**config.mk**
```make
export PLATFORM = sky130hd
export DESIGN_NAME = bnn_input_loader
export DESIGN_NICKNAME = d
export VERILOG_FILES = /design/src/rtl/bnn_defs.sv /design/src/rtl/bnn_xmem_writer.sv /design/src/rtl/bnn_input_loader.sv
export SDC_FILE = /design/constraint.sdc
export NUM_CORES = 1
export LEC_CHECK = 0
export BUFFER_PORTS_ARGS = -buffer_cell sky130_fd_sc_hd__buf_2
export CORE_MARGIN = 2
export CORE_UTILIZATION = 29
export CTS_CLUSTER_SIZE = 12
export DETAILED_ROUTE_END_ITERATION = 12
export PLACE_DENSITY_LB_ADDON = 0.08
export SYNTH_ARGS = -nofsm -noshare
export SYNTH_HDL_FRONTEND = slang
export SYNTH_SLANG_ARGS = --single-unit
```
**constraint.sdc**
```tcl
create_clock -name clk -period 1.81 [get_ports clk]
set_input_delay 0.181 -clock clk [delete_from_list [all_inputs] [get_ports clk]]
set_output_delay 0.181 -clock clk [all_outputs]
set_load 0.03 [all_outputs]
```
**src/rtl/bnn_defs.sv**
```systemverilog
// Shared BNN definitions: X-memory widths, bank selects, layer lengths,
// and the state encodings used by the input loader and X-memory writer.
package bnn_defs;

    localparam int X_ADDR_LEN = 10;
    localparam int X_SEL_LEN  = 2;
    localparam int X_DATA_LEN = 1;

    localparam logic [X_SEL_LEN-1:0] XSEL_L1 = 2'd0;
    localparam logic [X_SEL_LEN-1:0] XSEL_L2 = 2'd1;
    localparam logic [X_SEL_LEN-1:0] XSEL_L3 = 2'd2;
    localparam logic [X_SEL_LEN-1:0] XSEL_L4 = 2'd3;

    // Full network
    localparam int X1_LEN = 784;
    localparam int X2_LEN = 512;
    localparam int X3_LEN = 512;
    localparam int X4_LEN = 512;
    localparam int X5_LEN = 10;

    // Small-net test configuration
    localparam int X1_LEN_SMALL = 2;
    localparam int X2_LEN_SMALL = 2;
    localparam int X3_LEN_SMALL = 2;
    localparam int X4_LEN_SMALL = 2;
    localparam int X5_LEN_SMALL = 2;

    typedef enum logic [2:0] {
        S_IDLE,
        S_ACCEPT,
        S_PRESET,
        S_WRITE,
        S_FINISH,
        S_CHECK,
        S_RUN
    } loader_state_t;

    typedef enum logic [1:0] {
        W_IDLE,
        W_PRESET,
        W_WRITE,
        W_FINISH
    } wr_state_t;

endpackage

```
**src/rtl/bnn_xmem_writer.sv**
```systemverilog
// X-memory strobe sequencer: PRESET -> WRITE (one-cycle x_wq) -> FINISH.
// The caller keeps address and data stable for the whole sequence.
module bnn_xmem_writer
    import bnn_defs::*;
(
    input  logic clk,
    input  logic rst,
    input  logic i_go,
    output logic o_wq,
    output logic o_last
);

    wr_state_t r_state;
    logic      r_wq;

    always_ff @(posedge clk) begin
        if (!rst) begin
            r_state <= W_IDLE;
            r_wq    <= 1'b0;
        end else begin
            unique case (r_state)
                W_IDLE: begin
                    r_wq <= 1'b0;
                    if (i_go) r_state <= W_PRESET;
                end
                W_PRESET: begin
                    r_wq    <= 1'b1;
                    r_state <= W_WRITE;
                end
                W_WRITE: begin
                    r_wq    <= 1'b0;
                    r_state <= W_FINISH;
                end
                W_FINISH: begin
                    r_wq    <= 1'b0;
                    r_state <= W_IDLE;
                end
                default: begin
                    r_wq    <= 1'b0;
                    r_state <= W_IDLE;
                end
            endcase
        end
    end

    assign o_wq   = r_wq;
    assign o_last = (r_state == W_FINISH);

endmodule

```
**src/rtl/bnn_input_loader.sv**
```systemverilog
// Streams one frame of pixels, binarizes them into X-memory bank 0, then
// enables compute until it finishes. Macro BNN_RUNTIME_THRESH_EN adds thresh_in.
module bnn_input_loader
    import bnn_defs::*;
#(
    parameter int PIX_WIDTH  = 8,
    parameter int X1_LEN     = bnn_defs::X1_LEN,
    parameter int X_ADDR_LEN = bnn_defs::X_ADDR_LEN,
    parameter int X_SEL_LEN  = bnn_defs::X_SEL_LEN,
    parameter int X_DATA_LEN = bnn_defs::X_DATA_LEN,
    parameter int THRESHOLD  = 128
) (
    input  logic                  clk,
    input  logic                  rst,
    input  logic                  start,
    input  logic                  pix_valid,
    input  logic [PIX_WIDTH-1:0]  pix_data,
`ifdef BNN_RUNTIME_THRESH_EN
    input  logic [PIX_WIDTH-1:0]  thresh_in,
`endif
    output logic                  pix_ready,
    output logic [X_DATA_LEN-1:0] wx_write,
    output logic [X_ADDR_LEN-1:0] x_addr,
    output logic [X_SEL_LEN-1:0]  x_sel,
    output logic                  x_wq,
    output logic                  compute_en,
    input  logic                  compute_finish,
    output logic                  busy
);

    localparam logic [PIX_WIDTH-1:0]  THR       = PIX_WIDTH'(THRESHOLD);
    localparam logic [X_ADDR_LEN-1:0] LAST_ADDR = X_ADDR_LEN'(X1_LEN - 1);

    loader_state_t           r_state;
    logic [X_ADDR_LEN-1:0]   r_addr;
    logic                    r_bit;
    logic                    r_en;
    logic                    r_busy;
    logic [PIX_WIDTH-1:0]    w_thresh;
    logic                    w_take;
    logic                    w_bit;
    logic                    w_wq;
    logic                    w_last;

`ifdef BNN_RUNTIME_THRESH_EN
    logic [PIX_WIDTH-1:0] r_thresh;

    // Captured once per frame so mid-frame changes cannot split a frame.
    always_ff @(posedge clk) begin
        if (!rst) begin
            r_thresh <= THR;
        end else if (r_state == S_IDLE && start) begin
            r_thresh <= thresh_in;
        end
    end

    assign w_thresh = r_thresh;
`else
    assign w_thresh = THR;
`endif

    assign w_take = (r_state == S_ACCEPT) && pix_valid;
    assign w_bit  = (pix_data >= w_thresh);

    always_ff @(posedge clk) begin
        if (!rst) begin
            r_state <= S_IDLE;
            r_addr  <= '0;
            r_bit   <= 1'b0;
            r_en    <= 1'b0;
            r_busy  <= 1'b0;
        end else begin
            unique case (r_state)
                S_IDLE: begin
                    if (start) begin
                        r_state <= S_ACCEPT;
                        r_busy  <= 1'b1;
                        r_addr  <= '0;
                    end
                end
                S_ACCEPT: begin
                    if (w_take) begin
                        r_bit   <= w_bit;
                        r_state <= S_PRESET;
                    end
                end
                S_PRESET: r_state <= S_WRITE;
                S_WRITE:  r_state <= S_FINISH;
                S_FINISH: begin
                    if (w_last) r_state <= S_CHECK;
                end
                S_CHECK: begin
                    if (r_addr >= LAST_ADDR) begin
                        r_addr  <= '0;
                        r_en    <= 1'b1;
                        r_state <= S_RUN;
                    end else begin
                        r_addr  <= r_addr + 1'b1;
                        r_state <= S_ACCEPT;
                    end
                end
                S_RUN: begin
                    if (compute_finish) begin
                        r_en    <= 1'b0;
                        r_busy  <= 1'b0;
                        r_state <= S_IDLE;
                    end
                end
                default: begin
                    r_en    <= 1'b0;
                    r_busy  <= 1'b0;
                    r_state <= S_IDLE;
                end
            endcase
        end
    end

    bnn_xmem_writer u_writer (
        .clk    (clk),
        .rst    (rst),
        .i_go   (w_take),
        .o_wq   (w_wq),
        .o_last (w_last)
    );

    assign pix_ready  = (r_state == S_ACCEPT);
    assign wx_write   = X_DATA_LEN'(r_bit);
    assign x_addr     = r_addr;
    assign x_sel      = XSEL_L1;
    assign x_wq       = w_wq;
    assign compute_en = r_en;
    assign busy       = r_busy;

endmodule

```
Yosys cells after proc, flatten, opt, wreduce, memory -nomap -nowiden:

Cells that the tools add are included.

* input bits: 13
* flip-flop bits (word level): 19
* output and inout bits: 17
* logic and storage cells: 56

* mux-type cells: 17
* eq/ne operators: 15
* bitwise gates (word level): 2
* $lt $le $gt $ge: 2
* add/sub/neg operators: 1
* reduce and logical (&&, ||, !) cells: 12

Operators by type and width (number)
* $pmux 3 s7: 1
* $mux 10: 2
* $pmux 10 s2: 1
* $mux 3: 5
* $add 10x1->10 const B: 1
* $ge 10x10->1 const B: 1
* $reduce_or 5->1: 2
* $eq 3x3->1 const B: 3
* $ge 8x8->1 const B: 1
* $pmux 2 s4: 1
* $eq 3x2->1 const B: 2
* $ne 2x1->1 const B: 3
* $ne 2x2->1 const B: 3
* $pmux 1 s3: 2
* $reduce_and 3->1: 2
* $eq 2x2->1 const B: 2
* $reduce_and 2->1: 2
* $reduce_and 4->1: 1
* $eq 3x1->1 const B: 1
* $logic_not 3->1: 1
* $mux 1: 3
* $reduce_or 3->1: 1
* $eq 2x1->1 const B: 1
* $logic_not 2->1: 1
* 5 further kinds: 6

Depth between registers and ports, before layout:

* word-level depth: 4
* mapped depth: 6
* mapped depth without buffers: 5

By module:

A second synthesis with hierarchy kept.

* cell total of the unflattened synthesis: 123
* area total of the unflattened synthesis: 1068.5 um2

By module, submodules not included
* bnn_input_loader: instances 1, sequential area each 320.3 um2, cells each 106, area an instance 884.6 um2
* bnn_xmem_writer: instances 1, sequential area each 60.1 um2, cells each 17, area an instance 183.9 um2

Least setup slack after synthesis:

No wires, ideal clock.

* path kind: register to register
* start: register r_addr[1], in the netlist x_addr[1]
* end: register r_addr[1], in the netlist x_addr[1]
* setup slack: 120 ps
* data required time: 1682 ps
* period minus slack after synthesis: 1690 ps
* library setup time: 128 ps
* path buffers: 1
* arrival: 1562 ps
* stages on the path, launching flop included: 7
* cell sequence: dfxtp_1 -> ha_1 -> nand3_2 -> a21o_4 -> buf_6 -> a32oi_1 -> nor2_1

* longest elaborated chain between the ends: 3
* elaborated cells between the ends (all ways): 4
* classes of those cells: add/sub (1); order compare (1); mux (2)

Ends and longest elaborated chain
* from (decl): line bnn_input_loader.sv:35 `logic [X_ADDR_LEN-1:0] r_addr;`
* from (signal assigned): line bnn_input_loader.sv:98 `r_addr <= r_addr + 1'b1;`
* $add 10x1->10 or $ge 10x10->1 (tied branches): line bnn_input_loader.sv:98, bnn_input_loader.sv:93
* $mux 10 *: line bnn_input_loader.sv:93 `if (r_addr >= LAST_ADDR) begin`
* $pmux 10 s2 *: line bnn_input_loader.sv:73 `unique case (r_state)`

Every way passes the cells marked *; elsewhere a longest branch is shown, timed or not.
A chain may end at the register's enable or synchronous reset.

Final worst setup path:

* start: register r_addr[5], in the netlist x_addr[5]
* end: register r_addr[7], in the netlist x_addr[7]

Same word-level chain as after synthesis.

==> out/qor.csv <==
metric;value;unit
drt_pass1_iterations;5;
drive_gt1_frac;0.225;
endpoint_kind;register;
insertion_delay;0.26;ns
skew;0.00471;ns
grt_pass1_vias;1071;
h-tree-depth;1;
power_density;802;nW/µm²
post-route-period-util;0.856;
overflow;0;
worst-path-max-fanout;13;
cts_setup_buffers;0;
post-route-min-period;1.55;ns
status;finished, final reports clean;
final_cell_area;1430;µm²
tns;0;ns
syn_area;1220;µm²
dp.cells;219;
clkTransAtPathRegs;0.08;ns
wl_per_cell;13.6;µm
clock_sinks;19;
yosysUniqueCellTypes;43;
syn_inst;151;
hold_ws;0.176;ns
die_w;69.0;µm
grt_pass1_wl;5.01;mm
final_cells;223;
grt_antenna_before_repair;0;
critical_path_class;register to register;
synth-async-reset-ratio;0;
maxSlewViolCount;0;
arrival;1.72;ns
root_buffer;clkbuf_8;
start_util;0.304;
cts_buffer_depth;2;
route.detailed.drc;0;
antenna_cells;0;
vdd.ir_drop.worst;0.288;mV
core;4030;µm²
avgViaCountPerCell;5.24;
drt_iter0_drc;31;
routed-via-count;1168;
p_leak;0.536;nW
routed_wl;3.03;mm
dp_hpwl;2.18;mm
multiInputGateArea;762;µm²
grt_max_degree;17;
n_fill_cell;444;
dieArea;4760;µm²
syn_to_final_growth;16.4;%
cts_tree;done;
min_path_type;input port to register;
maxCapViolCount;0;
synth_seq_cells;19;
finalHoldViolCount;0;
grtUsageTotal;0.144;
antenna_left;0;
yosysWarnings;0;
finish.net_count;193;
rsz0062_at_grt;no;
port_buffers;20;
numCtsBuffers;3;
cp-start-kind;register;
seqCellArea;380;µm²
num_rows;23;
postPlaceCellArea;1380;µm²
setup_viol;0;
max_clock_freq;645;MHz
num_io_pins;30;
synth_area_per_cell;8.11;µm²
regToRegSetupSlack;0.26;ns
cts_hold_buf;0;
cp.required;1.98;ns
synth_enable_flop_cells;0;
gp_congestion;0.760;
synth_flop_cell;dfxtp_1;
ys_seq_area_frac;0.311;
cts_resized;0;
die_h;69.0;µm
==> registers in the layout, indices dropped and copies added, names as in the netlist <==
register,count
x_addr,10
r_state,3
busy,1
compute_en,1
wx_write,1
u_writer.o_wq,1
u_writer.r_state,2
==> cell families (layout without fill, tap and decap cells) <==
logic type,Yosys count,count (layout),synth area share
compound gates,41,41,0.237
fa+ha+maj,6,6,0.0613
buf+inv,16,37,0.0705
flops,19,19,0.311
other cells,1,2,0.00306
simple gates,68,68,0.318
==> Yosys cell counts (2+ instances only) <==
master,number,share of area
dfxtp_1,19,0.31
nand2_1,15,0.046
a21oi_1,14,0.057
nor2_1,11,0.034
nand3_1,10,0.041
ha_1,6,0.061
nand4_1,6,0.031
inv_1,5,0.015
nor3_1,5,0.020
a211oi_1,3,0.018
a31oi_1,3,0.015
buf_2,3,0.012
clkbuf_1,3,0.0092
nand2b_1,3,0.015
nand4b_1,3,0.021
nor2b_1,3,0.015
o211ai_1,3,0.018
o21ai_0,3,0.012
a21o_1,2,0.012
a32oi_1,2,0.014
buf_4,2,0.012
buf_6,2,0.018
nor3b_1,2,0.012
o21a_1,2,0.012
o21bai_1,2,0.012
o311ai_2,2,0.027
==> power breakdown <==
part / total [W] / leakage [nW] / internal (W) / switching, W
Combinational: 0.000337 / 0.356 / 0.000127 / 0.000209
Clock: 0.000313 / 0.0255 / 0.000154 / 0.000160
Sequential: 0.000494 / 0.154 / 0.000457 / 0.0000369
Total: 0.00114 / 0.536 / 0.000738 / 0.000406
==> final timing paths <==
kind | start | end | depth (start not counted)
worst max-delay path | x_addr[5] | x_addr[7] | 4
worst min-delay path | pix_data[7] | wx_write | 3
worst max register to register | x_addr[5] | x_addr[7] | 4
worst min register to register | wx_write | wx_write | 2
==> final cells by class <==
cell class	count	share of cell area
Sequential cell	19	0.267
Multi-Input combinational cell	117	0.534
Timing Repair Buffer	27	0.107
Inverter	6	0.0158
Tap cell	50	0.0439
Clock buffer	3	0.0289
Clock inverter	1	0.00351
==> placed cells by master (no fill, tap or decap), types with 3 or more instances in the layout <==
| cell type | count |
|---|---|
| a211oi_1 | 3 |
| a21oi_1 | 14 |
| a31oi_1 | 3 |
| buf_2 | 20 |
| buf_4 | 7 |
| clkbuf_8 | 3 |
| dfxtp_1 | 19 |
| ha_1 | 6 |
| inv_1 | 5 |
| nand2_1 | 15 |
| nand2b_1 | 3 |
| nand3_1 | 10 |
| nand4_1 | 6 |
| nand4b_1 | 3 |
| nor2_1 | 11 |
| nor2b_1 | 3 |
| nor3_1 | 5 |
| o211ai_1 | 3 |
| o21ai_0 | 3 |
==> critical path: stages (launching register included) <==
cell	delay (ns)
dfxtp_1	0.40
nor4_4	0.39
a21o_4	0.26
nand2_2	0.12
o311ai_2	0.28
==> per-layer routing <==
layer  part of all wire  vias to the layer above  GRT usage
met5                  0                        -          0
met4              0.013                        0     0.0515
met3              0.023                        4     0.0244
met2               0.47                       17      0.240
met1               0.49                      554      0.186
li1                   -                      593          -
==> stage by stage <==
step	power, W	setup WS (ns)	utilization
6_report	0.00114	0.260	0.354
5_1_grt	0.00123	0.121	0.354
4_1_cts	0.00117	0.258	0.354
3_5_place_dp	0.000844	0.281	0.343
3_3_place_gp	0.000832	0.306	0.343
2_1_floorplan	0.000752	0.120	-
Power figures use the tool's default switching activity.
